===== config.mk =====
export PLATFORM = sky130hd
export DESIGN_NAME = if_stage_flat
export DESIGN_NICKNAME = d
export VERILOG_FILES = /design/src/rtl/if_stage_if.sv /design/src/rtl/if_stage.sv /design/src/flat_wrapper.sv
export SDC_FILE = /design/constraint.sdc
export NUM_CORES = 2
export LEC_CHECK = 0
export CAP_MARGIN = 20
export CORE_ASPECT_RATIO = 0.7
export CORE_UTILIZATION = 30
export CTS_CLUSTER_DIAMETER = 40
export DETAILED_ROUTE_END_ITERATION = 16
export SYNTH_ARGS = -nofsm -noshare
export SYNTH_HDL_FRONTEND = slang
export SYNTH_SLANG_ARGS = --single-unit

===== constraint.sdc =====
create_clock -name clk_in -period 5.45 [get_ports clk_in]
set_input_delay 1.09 -clock clk_in [delete_from_list [all_inputs] [get_ports clk_in]]
set_output_delay 1.09 -clock clk_in [all_outputs]
set_load 0.02 [all_outputs]

===== src/rtl/if_stage_if.sv =====
// if_stage_if: fetch-stage bundle carrying pipeline control, memory handshake and IF/ID outputs.
interface if_stage_if;
  logic        stall_in;
  logic        jump_in;
  logic [31:0] jump_addr_in;
  logic        mem_req_out;
  logic [31:0] mem_addr_out;
  logic        mem_ack_in;
  logic [31:0] mem_data_in;
  logic [31:0] pc_out;
  logic [31:0] inst_out;
  logic        inst_valid_out;
  modport master (
    input  stall_in, jump_in, jump_addr_in, mem_ack_in, mem_data_in,
    output mem_req_out, mem_addr_out, pc_out, inst_out, inst_valid_out
  );
  modport slave (
    output stall_in, jump_in, jump_addr_in, mem_ack_in, mem_data_in,
    input  mem_req_out, mem_addr_out, pc_out, inst_out, inst_valid_out
  );
endinterface


===== src/rtl/if_stage.sv =====
// if_stage: instruction fetch with a direct-mapped 1-word-line icache and single-word miss refill.
module if_stage #(
  parameter int          ICACHE_LINES = 64,
  parameter logic [31:0] RESET_PC     = 32'h00000000,
  parameter logic [31:0] NOP_INST     = 32'h00000013
) (
  input logic clk_in,
  input logic rst_in,
  if_stage_if.master bus
);
  localparam int IDX = $clog2(ICACHE_LINES);
  typedef enum logic {LOOKUP, MISS} state_t;
  state_t state, state_nx;
  logic [31:0] pc, pc_nx, pc_out_nx, inst_out_nx, mem_addr_nx;
  logic valid_nx, req_nx, hit, fill;
  logic [ICACHE_LINES-1:0] line_valid;
  logic [29-IDX:0] tags [ICACHE_LINES];
  logic [31:0] lines [ICACHE_LINES];
  logic [IDX-1:0] idx, fill_idx;
  assign idx = pc[IDX+1:2];
  assign fill_idx = bus.mem_addr_out[IDX+1:2];
  assign hit = line_valid[idx] && tags[idx] == pc[31:IDX+2];
  // A jump during MISS only retargets pc; the in-flight refill still lands in the cache.
  assign fill = state == MISS && bus.mem_ack_in;
  always_comb begin
    state_nx = state;
    pc_nx = bus.jump_in ? (bus.jump_addr_in & ~32'h3) : pc;
    pc_out_nx = bus.pc_out;
    inst_out_nx = (bus.jump_in || !bus.stall_in) ? NOP_INST : bus.inst_out;
    valid_nx = (bus.jump_in || !bus.stall_in) ? 1'b0 : bus.inst_valid_out;
    req_nx = bus.mem_req_out;
    mem_addr_nx = bus.mem_addr_out;
    if (state == LOOKUP && !bus.jump_in && !bus.stall_in) begin
      if (hit) begin
        pc_out_nx = pc;
        inst_out_nx = lines[idx];
        valid_nx = 1'b1;
        pc_nx = pc + 32'd4;
      end else begin
        req_nx = 1'b1;
        mem_addr_nx = pc;
        state_nx = MISS;
      end
    end else if (fill) begin
      req_nx = 1'b0;
      state_nx = LOOKUP;
    end
  end
  always_ff @(posedge clk_in or negedge rst_in) begin
    if (!rst_in) begin
      state <= LOOKUP;
      pc <= RESET_PC;
      line_valid <= '0;
      bus.pc_out <= '0;
      bus.inst_out <= NOP_INST;
      bus.inst_valid_out <= 1'b0;
      bus.mem_req_out <= 1'b0;
      bus.mem_addr_out <= '0;
    end else begin
      state <= state_nx;
      pc <= pc_nx;
      if (fill) line_valid[fill_idx] <= 1'b1;
      bus.pc_out <= pc_out_nx;
      bus.inst_out <= inst_out_nx;
      bus.inst_valid_out <= valid_nx;
      bus.mem_req_out <= req_nx;
      bus.mem_addr_out <= mem_addr_nx;
    end
  end
  always_ff @(posedge clk_in) begin
    if (fill) begin
      lines[fill_idx] <= bus.mem_data_in;
      tags[fill_idx] <= bus.mem_addr_out[31:IDX+2];
    end
  end
endmodule

===== src/flat_wrapper.sv =====
// flat-port wrapper written by rule: the top's interface ports become plain ports
module if_stage_flat 
#(
  parameter int          ICACHE_LINES = 64,
  parameter logic [31:0] RESET_PC     = 32'h00000000,
  parameter logic [31:0] NOP_INST     = 32'h00000013
)
  (clk_in, rst_in, bus_stall_in, bus_jump_in, bus_jump_addr_in, bus_mem_ack_in, bus_mem_data_in, bus_mem_req_out, bus_mem_addr_out, bus_pc_out, bus_inst_out, bus_inst_valid_out);
  if_stage_if bus_i ();
  input logic clk_in;
  input logic rst_in;
  input wire logic [$bits(bus_i.stall_in)-1:0] bus_stall_in;
  input wire logic [$bits(bus_i.jump_in)-1:0] bus_jump_in;
  input wire logic [$bits(bus_i.jump_addr_in)-1:0] bus_jump_addr_in;
  input wire logic [$bits(bus_i.mem_ack_in)-1:0] bus_mem_ack_in;
  input wire logic [$bits(bus_i.mem_data_in)-1:0] bus_mem_data_in;
  output wire logic [$bits(bus_i.mem_req_out)-1:0] bus_mem_req_out;
  output wire logic [$bits(bus_i.mem_addr_out)-1:0] bus_mem_addr_out;
  output wire logic [$bits(bus_i.pc_out)-1:0] bus_pc_out;
  output wire logic [$bits(bus_i.inst_out)-1:0] bus_inst_out;
  output wire logic [$bits(bus_i.inst_valid_out)-1:0] bus_inst_valid_out;
  assign bus_i.stall_in = bus_stall_in;
  assign bus_i.jump_in = bus_jump_in;
  assign bus_i.jump_addr_in = bus_jump_addr_in;
  assign bus_i.mem_ack_in = bus_mem_ack_in;
  assign bus_i.mem_data_in = bus_mem_data_in;
  assign bus_mem_req_out = bus_i.mem_req_out;
  assign bus_mem_addr_out = bus_i.mem_addr_out;
  assign bus_pc_out = bus_i.pc_out;
  assign bus_inst_out = bus_i.inst_out;
  assign bus_inst_valid_out = bus_i.inst_valid_out;
  if_stage #(.ICACHE_LINES(ICACHE_LINES), .RESET_PC(RESET_PC), .NOP_INST(NOP_INST)) u_core (.clk_in(clk_in), .rst_in(rst_in), .bus(bus_i));
endmodule

After elaboration in Yosys (flattened, before gate mapping) --
Memories as Yosys holds them, arrays and structs flattened. Cells that the tools add are included.
Word-level totals: register bits 194, memories kept 2, latch bits 0, bits in read-only memories 0, word-level logic and storage cells 48, bits in writable memories 3584, input port bits 69
Operators by class: multiplexer cells 18, add/subtract/negate cells 1, divide/modulo/power cells 0, shift-type cells 0, $lt $le $gt $ge 3, reduce and logical (&&, ||, !) cells 12, bitwise gates (word level) 3, $mul 0, equal/unequal tests 2
Memory list:
- u_core.lines | depth 64, width 32, read ports 1, clocked after memory_dff 0, write ports 1, RTL line if_stage.sv:18 | logic [31:0] lines [ICACHE_LINES];
- u_core.tags | depth 64, width 24, read ports 1, clocked after memory_dff 0, write ports 1, RTL line if_stage.sv:17 | logic [29-IDX:0] tags [ICACHE_LINES];
Operators with widths (number):
- 2-to-1 mux 32 bit | 6
- bitwise OR 64 bit | 1
- adder 32 x 3 -> 32 bit, second input constant | 1
- == test 24 bit | 1
- < comparator 6 x 7 -> 1 bit, second input constant | 2
- 2-to-1 mux 1 bit | 10
- binary-select mux 1 bit (select 6 bit) | 1
- demux 1 bit (select 6 bit) | 1
- >= comparator 6 x 1 -> 1 bit, second input constant | 1
- AND reduction 2 bit | 3
- logical AND 1 bit | 5
- logical NOT 1 bit | 2
- != test 2 bit, second input constant | 1
- NOT 1 bit | 2
- nonzero test 2 bit | 1
- logical OR 1 bit | 1

Logic depth before layout (Yosys ltp) --
depth after elaboration 5, depth in mapped cells 18, mapped depth without buffers 10

Worst setup path after synthesis --
No wires, ideal clock.
path type in2reg, start input bus_mem_ack_in, end memory u_core.lines[27][0] (enable), setup time 471 ps, path buffers 0, setup slack 1018 ps, required time 4979 ps, arrival 3961 ps, cell stages on the path 4, cells stage by stage nand2_1 -> nor2_1 -> nand3_1 -> nor2_1
On the way: cells in the longest elaborated chain, start to end 3
Ends and longest elaborated chain:
- start, declared | RTL line flat_wrapper.sv:15 | input wire logic [$bits(bus_i.mem_ack_in)-1:0] bus_mem_ack_in;
- logical AND 1 bit | RTL line if_stage.sv:24 | assign fill = state == MISS && bus.mem_ack_in;
- 2-to-1 mux 1 bit | RTL line if_stage.sv:71 | if (fill) begin
- 2-to-1 mux 1 bit (implied by the code) | RTL line if_stage.sv:72 | lines[fill_idx] <= bus.mem_data_in;
- end, declared | RTL line if_stage.sv:18
No other way between the ends.

Final worst setup path --
start register u_core.pc[2], end register u_core.pc[6]
On the way: cells in the longest elaborated chain, start to end 5
Ends and longest elaborated chain:
- start, declared | RTL line if_stage.sv:14 | logic [31:0] pc, pc_nx, pc_out_nx, inst_out_nx, mem_addr_nx;
- start signal, assigned | RTL line if_stage.sv:61 | pc <= pc_nx;
- memory read (64 x 24 bit) or binary-select mux 1 bit (select 6 bit) (tied branches)
- == test 24 bit or 2-to-1 mux 1 bit (tied branches) | RTL line if_stage.sv:22 | assign hit = line_valid[idx] && tags[idx] == pc[31:IDX+2];
- logical AND 1 bit | RTL line if_stage.sv:22
- 2-to-1 mux 32 bit * | RTL line if_stage.sv:34 | if (hit) begin
- 2-to-1 mux 32 bit * | RTL line if_stage.sv:33 | if (state == LOOKUP && !bus.jump_in && !bus.stall_in) begin
- via u_core.pc_nx[6] | RTL line if_stage.sv:14
Mark *: on every way through the listed nets, which the timed path passes. The rest lies on a longest branch. The select of a mux whose other input is x is not followed. A chain may end at the register's enable or synchronous reset.

==> metrics.cfg <==
[pwr]
vdd_drop_max_mv = 0.286
total_power_mw = 66.8
p_leak_nw = 54.5
p_per_area_nw_per_um2 = 390

[yosys]
yosysSeqAreaShare_pct = 77.4
synth_edf_count = 3584
syn_area_sq_um = 145000
synth_flop_cell = edfxtp_1
syn_avg_cell_area_sq_um = 22.6
syn-num-nets = 6496
yosys_warnings = 0
yosys_register_bits = 3778
synthArstFlopShare_pct = 5.13
synth_cells = 6426
synthDistinctLibCells = 90

[setup_path]
rr_worst_depth = 14
arrival_ns = 5.96
path_cells = buf_12 -> buf_12 -> nor2b_1 -> a221o_1 -> a21oi_1 -> a221oi_1 -> xnor2_1 -> buf_4 -> a21oi_1 -> a211oi_4 -> buf_4 -> nand3_2 -> or3_1 -> a31oi_1
worst-path-buf-inv = 4
critPathTopFamily = compound AO/OA/AOI/OAI gates
worstSetupPathType = flop to flop
reg2reg_to = u_core.pc[6]
r2r_slack_ns = 0.29
end_kind = flop
worst_setup_path_start_kind = flop
critPathSlowestCell = nor2b_1
crit_fanout = 34
critPathMaxStageDelay_ns = 0.91
crit_required_ns = 6.25
r2r_start = u_core.pc[2]

[clocking]
numCtsBuffers = 384
cts_buffer_depth = 4
cts_tree = built
path_clk_slew_ns = 0.06
clock_latency_ns = 0.97
hold_buffers = 0
root_buffer = clkbuf_16
cts.repair.resized = 0
postCtsSetupBuffers = 0
clock_sinks = 3778
htreeDepth = 5

[place]
hpwl_microns = 252000
portBuffers = 164
placed_cell_area_sq_um = 158000
placed_cells = 13000
gp_congestion = 0.834

[global_route]
antenna_found_initial = 45
grt_pass1_wl_microns = 608000
grt_overflow_total = 0
gr-usage-all-layers_pct = 17.8
grt_max_degree = 146
grt_pass1_vias = 73200

[timing]
post-route-min-period_ns = 5.16
setup_viol = 0
clock_skew_ns = 0.0515
timing.fmax_ghz = 0.194
slew_headroom_pct = 22.8
whs_ns = 0.201
finalHoldViolations = 0
rsz0062_at_grt = no
period_share_pct = 94.7
slew_viol_final = 0
worstMarginPinSlew_ns = 1.16
fin_tns_setup_ns = 0

[detailed_routing]
ant_nets = 0
wirelength_microns = 446000
wl_per_cell_microns = 32.4
first_iter_violations = 11200
drc = 0
viasPerCell = 5.44
vias = 74900
first_pass_iters = 8

[floorplan]
die_y_microns = 584
start_util_pct = 30.2
dieArea_sq_um = 487000
die_w_microns = 834
core_sq_um = 482000
num_io_pins = 167
rows = 213

[flow_run]
max-cap-violations = 0

[cells_and_area]
fin_nets = 7078
layoutNonFillerInstCount = 13800
area_delta_synth_final_pct = 17.9
layout-drive-gt1-share_pct = 30.0
stdcell_area_sq_um = 171000

[hold_path]
hold_class = primary input to asynchronous set/reset pin

[outcome]
status = finished, final reports clean

-- metal layers --
layer	global-route usage (%)	routed length, microns	vias up
li1	-	-	28600
met1	26.2	185000	40900
met2	26.0	195000	4726
met3	4.64	52400	771
met4	5.01	13900	12
met5	0	85	-
-- synthesized netlist by cell type (6+ instances only) --
library cell,instances,area (sq um)
a211oi_1,10,75.1
a21oi_1,39,195
a221o_1,6,60.1
a221oi_1,45,394
a22oi_1,87,653
a31oi_1,37,231
a32o_1,30,300
and2_1,11,68.8
and3_1,14,87.6
buf_1,40,150
buf_2,99,495
buf_4,34,255
buf_6,27,304
clkbuf_1,164,616
dfrtp_1,191,4780
edfxtp_1,3584,108000
inv_1,7,26.3
mux2_1,36,405
mux2_2,37,417
mux2i_1,283,2830
mux4_2,948,21400
nand2_1,104,390
nand2b_1,10,62.6
nand3_1,54,270
nand4_1,18,113
nor2_1,133,499
nor2b_1,22,138
nor3_1,29,145
nor4_1,6,37.5
o211ai_1,10,75.1
o21ai_0,52,260
o221ai_1,6,52.6
o22ai_1,21,131
o31ai_1,8,60.1
or2_2,69,432
or3_1,26,163
xnor2_1,20,175
-- sequential cells by signal, summed over array words and instances (netlist names) --
name / cells
u_core.bus.inst_out: 32
u_core.tags: 1536
u_core.pc: 32
u_core.line_valid: 64
u_core.bus.mem_addr_out: 32
u_core.state: 1
u_core.lines: 2048
u_core.bus.inst_valid_out: 1
u_core.bus.pc_out: 32
-- area by class of cell --
| cell class | count | area, sq um |
|---|---|---|
| diodes | 6 | 15.0 |
| clock buffers | 463 | 10000 |
| clock inverters | 237 | 2790 |
| fillers | 43600 | 310000 |
| inverters | 11 | 52.6 |
| multi-input cells | 2272 | 31500 |
| flip-flops and latches | 3778 | 113000 |
| well taps | 6450 | 8070 |
| repair buffers | 561 | 6400 |
-- layout by cell type (no fill, tap or decap), drive strengths merged, types with 10 or more instances in the layout --
cell,n
a211oi,13
a21oi,39
a221oi,46
a22oi,89
a31oi,37
a32o,30
and2,12
and3,14
buf,430
bufinv,47
clkbuf,463
clkdlybuf4s50,131
clkinv,129
clkinvlp,25
dfrtp,191
edfxtp,3584
inv,47
mux2,73
mux2i,283
mux4,948
nand2,105
nand2b,10
nand3,56
nand4,19
nor2,135
nor2b,22
nor3,29
o211ai,10
o21ai,55
o22ai,21
or2,69
or3,26
xnor2,20
-- worst max path at each step --
stage	cells past startpoint	endpoint	slack [ns]	start
CTS	14	u_core.pc[6]	0.41	u_core.pc[2]
global placement	14	u_core.pc[6]	0.38	u_core.pc[2]
floorplan	4	u_core.lines[27][0]	1.02	bus_mem_ack_in
finish	14	u_core.pc[6]	0.29	u_core.pc[2]
detailed placement	14	u_core.pc[6]	0.44	u_core.pc[2]
global route	14	u_core.pc[6]	0.18	u_core.pc[2]
-- power breakdown --
group / switching [mW] / leakage (nW) / total (mW) / internal, mW
combinational: 3.84 / 13.6 / 6.17 / 2.34
sequential: 0.517 / 34.6 / 33.6 / 33.0
clock: 11.6 / 6.20 / 27.1 / 15.5
-- cells by family (layout without fill, tap and decap cells) --
group                    count (synthesis)  in the layout  synth area share (%)
flip-flops                            3778           3778                  77.4
multiplexers                          1304           1304                  17.2
AND/OR/NAND/NOR                        524            524                  1.84
AO/OA/AOI/OAI                          420            420                  2.15
buffers and inverters                  376           1272                  1.29
XOR/XNOR                                23             23                 0.139
adder cells (fa/ha/maj)                  1              1               0.00861
other                                    0              6                     0
-- through the flow --
step                      setup slack, ns  utilization (%)
after detailed placement            0.437             32.8
after CTS                           0.409             35.5
after global routing                0.180             35.6
after floorplan                      1.02                -
final                               0.291             35.6
after global placement              0.385             32.8
No activity file was read; power rests on OpenSTA's default activity.
